===== config.mk =====
export PLATFORM = sky130hd
export DESIGN_NAME = mux2_rr_arbiter
export DESIGN_NICKNAME = d
export VERILOG_FILES = /design/src/rtl/mux2_rr_arbiter.sv
export SDC_FILE = /design/constraint.sdc
export NUM_CORES = 1
export LEC_CHECK = 0
export ABC_AREA = 1
export CAP_MARGIN = 0
export CORE_MARGIN = 2
export CORE_UTILIZATION = 34
export DETAILED_ROUTE_END_ITERATION = 7
export GPL_TIMING_DRIVEN = 0
export PLACE_DENSITY_LB_ADDON = 0.08
export SYNTH_ARGS = -nofsm -noshare
export SYNTH_HDL_FRONTEND = slang
export SYNTH_SLANG_ARGS = --single-unit

===== constraint.sdc =====
create_clock -name clk -period 3.1 [get_ports clk]
set_clock_uncertainty 0.15 [all_clocks]
set_input_delay 0.31 -clock clk [delete_from_list [all_inputs] [get_ports clk]]
set_output_delay 0.31 -clock clk [all_outputs]
set_load 0.02 [all_outputs]

===== src/rtl/mux2_rr_arbiter.sv =====
// mux2_rr_arbiter: two-requester round-robin arbiter driving a shared data mux.
// Optional burst limit enabled by macro MUX2_ARB_BURST_LIMIT_EN (uses MAX_BEATS).
`default_nettype none

module mux2_rr_arbiter #(
  parameter int WIDTH     = 8,
  parameter int MAX_BEATS = 4
) (
  input  logic               clk,
  input  logic               rst_n,
  input  logic [1:0]         req_i,
  input  logic [1:0]         last_i,
  input  logic [2*WIDTH-1:0] data_i,
  input  logic               ready_i,
  output logic [1:0]         gnt_o,
  output logic               select_n,
  output logic [WIDTH-1:0]   data_o,
  output logic               valid_o,
  output logic               busy_o
);

  typedef enum logic [1:0] {
    IDLE = 2'd0,
    OWN0 = 2'd1,
    OWN1 = 2'd2
  } state_t;

  state_t state_q, state_d;
  logic   sel_q, sel_d;
  logic   prio_q, prio_d;
  logic   w_own;
  logic   w_other;
  logic   w_own_req;
  logic   w_beat;
  logic   w_release;

  // An out-of-range MAX_BEATS leaves the counter compare unreachable or degenerate.
  if (MAX_BEATS < 2 || MAX_BEATS > 255) begin : g_max_beats_out_of_range
  end

`ifdef MUX2_ARB_BURST_LIMIT_EN
  localparam logic [7:0] BEAT_LAST = 8'(MAX_BEATS - 1);
  logic [7:0] cnt_q, cnt_d;
`endif

  assign w_own     = (state_q == OWN1);
  assign w_other   = ~w_own;
  assign w_own_req = req_i[w_own];
  assign w_beat    = (state_q != IDLE) && w_own_req && ready_i;
  assign w_release = (state_q != IDLE) && (!w_own_req || (w_beat && last_i[w_own]));

  always_comb begin
    state_d = state_q;
    sel_d   = sel_q;
    prio_d  = prio_q;
`ifdef MUX2_ARB_BURST_LIMIT_EN
    cnt_d   = cnt_q;
`endif
    if (state_q == IDLE) begin
      if (req_i[0] && req_i[1]) begin
        state_d = prio_q ? OWN1 : OWN0;
        sel_d   = prio_q;
      end else if (req_i[0]) begin
        state_d = OWN0;
        sel_d   = 1'b0;
      end else if (req_i[1]) begin
        state_d = OWN1;
        sel_d   = 1'b1;
      end
    end else if (w_release) begin
      prio_d = w_other;
      if (req_i[w_other]) begin
        state_d = w_other ? OWN1 : OWN0;
        sel_d   = w_other;
      end else begin
        state_d = IDLE;
      end
    end
`ifdef MUX2_ARB_BURST_LIMIT_EN
    else if (w_beat) begin
      if (cnt_q == BEAT_LAST) begin
        // Limit reached: hand over only if the other side is waiting.
        cnt_d = 8'd0;
        if (req_i[w_other]) begin
          state_d = w_other ? OWN1 : OWN0;
          sel_d   = w_other;
          prio_d  = w_own;
        end
      end else begin
        cnt_d = cnt_q + 8'd1;
      end
    end
    if (state_d != state_q) begin
      cnt_d = 8'd0;
    end
`endif
  end

  always_ff @(posedge clk or negedge rst_n) begin
    if (!rst_n) begin
      state_q <= IDLE;
      sel_q   <= 1'b0;
      prio_q  <= 1'b0;
    end else begin
      state_q <= state_d;
      sel_q   <= sel_d;
      prio_q  <= prio_d;
    end
  end

`ifdef MUX2_ARB_BURST_LIMIT_EN
  always_ff @(posedge clk or negedge rst_n) begin
    if (!rst_n) begin
      cnt_q <= 8'd0;
    end else begin
      cnt_q <= cnt_d;
    end
  end
`endif

  assign gnt_o    = {state_q == OWN1, state_q == OWN0};
  assign select_n = sel_q;
  assign data_o   = sel_q ? data_i[2*WIDTH-1:WIDTH] : data_i[WIDTH-1:0];
  assign valid_o  = |(gnt_o & req_i);
  assign busy_o   = |gnt_o;

endmodule

`default_nettype wire


==> results.json <==
{
  "place.gp.congestion": 0.8411,
  "via_count": 502,
  "ys_seq_area_share_pct": 22.47,
  "synthCells": 57,
  "root_buffer": "clkbuf_4",
  "min_period_over_period_pct": 75.39,
  "clock_latency_ns": 0.23,
  "num_rows": 13,
  "hpwl_mm": 1.029,
  "cts_buffers": 3,
  "ctsResizeCount": 0,
  "first_pass_iters": 4,
  "hp-class": "in2async",
  "fmax_ghz": 0.4279,
  "final_nets": 123,
  "totalWireLength_mm": 1.199,
  "max-slew-margin-rel_pct": 76.15,
  "rsz0062_at_grt": "no",
  "setup_viol": 0,
  "yosys.area.top_type": "dfrtp_1",
  "cts_tree": "done",
  "final_common_cell": "clkdlybuf4s50_1",
  "cap_violations": 0,
  "pre_cts_slack_ns": 1.001,
  "end_kind": "output pin",
  "required_ns": 2.64,
  "slew_viol_final": 0,
  "antenna_found_initial": 0,
  "ys_ff_latch": 4,
  "syn_nets": 83,
  "ir_worst_vdd_mv": 0.4905,
  "die_h_um": 40.20,
  "ys_warn_count": 0,
  "dieArea_um2": 1616,
  "antenna_cells": 0,
  "vias_per_cell": 4.564,
  "clkSlewWorstSetupHoldPaths_ns": 0.04,
  "cp.arrival_ns": 1.88,
  "setup_ws_ns": 0.7630,
  "grt_pass1_vias": 431,
  "finalPower_w": 0.0007306,
  "overflow": 0,
  "fin_tns_setup_ns": 0,
  "synth_cell_types": 19,
  "p_per_area_nw_per_um2": 872.9,
  "fillers": 111,
  "fin_hold_ws_ns": 0.1220,
  "cp_max_fo": 9,
  "drt.antenna.violating_nets": 0,
  "first_iter_violations": 2,
  "grt_max_degree": 10,
  "grt_pass1_wl_mm": 1.676,
  "wire_per_inst_um": 10.90,
  "areaGrowthSynthToFinish_pct": 87.92,
  "drc": 0,
  "initial_core_util_pct": 35.11,
  "cts_setup_buffers": 0,
  "worst-setup-path-type": "reg2out",
  "core_um2": 1269,
  "min_period_ns": 2.337,
  "htreeDepth": 1,
  "finish.instance_area_um2": 837.1,
  "start_kind": "register",
  "yosys.area.top_type_share_pct": 22.47,
  "placed_area_um2": 814.5,
  "hold_viol_final": 0,
  "p_leak_nw": 0.3807,
  "syn_area_per_cell_um2": 7.815,
  "reg2reg_depth": 7,
  "synth_area_um2": 445.4,
  "ctsHoldBuffers": 0,
  "drive_gt1_share_pct": 20.00,
  "final_cell_mix": "35 x clkdlybuf4s50_1, 13 x nand2_1, 8 x mux2_2, 7 x inv_1, 6 x nand3_1",
  "io_pins": 36,
  "die_x_um": 40.20,
  "clock_sinks": 4,
  "grt_use_total_pct": 16.01,
  "port_buffers": 35,
  "clockBufferDepth": 2,
  "max_slew.worst_pin.slew_ns": 0.3577,
  "synthTopCellsByArea": "dfrtp_1 22%, mux2_2 20%, nand2_1 11%, ha_1 8.4%, nand3_1 6.7%",
  "status": "finished clean"
}
worst paths after layout:
kind                             from         end  slack [ns]
max                        state_q[0]     valid_o        0.76
max reg2reg                state_q[0]  state_q[1]        1.42
min reg2reg                    prio_q      prio_q        0.35
max in group asynchronous       rst_n  state_q[0]        2.52
min                             rst_n    select_n        0.12
min in group clk               prio_q      prio_q        0.35
kinds of logic after synthesis:
family	count (synthesis)	synth area share [%]
AO/OA/AOI/OAI	7	9.829
adder cells (fa/ha/maj)	3	8.428
buffers and inverters	11	13.48
flip-flops	4	22.47
multiplexers	8	20.23
AND/OR/NAND/NOR	24	25.56
worst max-delay path, stage by stage, from the launching register on:
cell and delay [ns]:
dfrtp_1 0.39, inv_1 0.08, ha_1 0.37, nand2_1 0.14, nand2_1 0.07, clkdlybuf4s50_1 0.59
final cells by class:
class                   instances  area (um2)  area share (%)
repair buffers                 35       350.3           41.85
plain buffers                   2       12.51           1.495
inverters                       9       47.55           5.680
well taps                      15       18.77           2.242
clock buffers                   3       22.52           2.691
multi-input cells              42       285.3           34.08
flip-flops and latches          4       100.1           11.96
stage by stage:
step                      util (%)  std cells
after floorplan                  -         57
after global placement       64.20        107
after detailed placement     64.20        107
after CTS                    65.98        110
after global routing         65.98        110
final                        65.98        110
metal layers:
| metal | routed length [um] | track usage, % | part of all wire, % | vias up |
|---|---|---|---|---|
| met2 | 681 | 29.44 | 57 | 12 |
| met5 | 0 | 0 | 0 | - |
| met3 | 37 | 3.333 | 3.1 | 0 |
| met4 | 0 | 10.00 | 0 | 0 |
| met1 | 479 | 16.22 | 40 | 223 |
| li1 | - | - | - | 267 |
flip-flops by register name (all words and copies together) (netlist names):
signal	cells
state_q	2
prio_q	1
select_n	1
Yosys cell counts:
master and number:
nand2_1 13, mux2_2 8, inv_1 7, nand3_1 6, dfrtp_1 4, ha_1 3
nand3_2 2, o211ai_1 2, o21ai_0 2, a21oi_1 1, buf_2 1, buf_4 1
bufinv_8 1, inv_2 1, nand2_2 1, nor2_1 1, nor3_1 1, o21ai_1 1
o21ai_2 1
power breakdown:
part	total, W	leakage [nW]	switching, W	internal [W]
Combinational	0.000572	0.318	0.000283	0.000289
Sequential	0.0000955	0.0486	0.0000153	0.0000801
Clock	0.0000627	0.0138	0.0000195	0.0000432
Note: power is estimated with default switching activity, not from simulation.
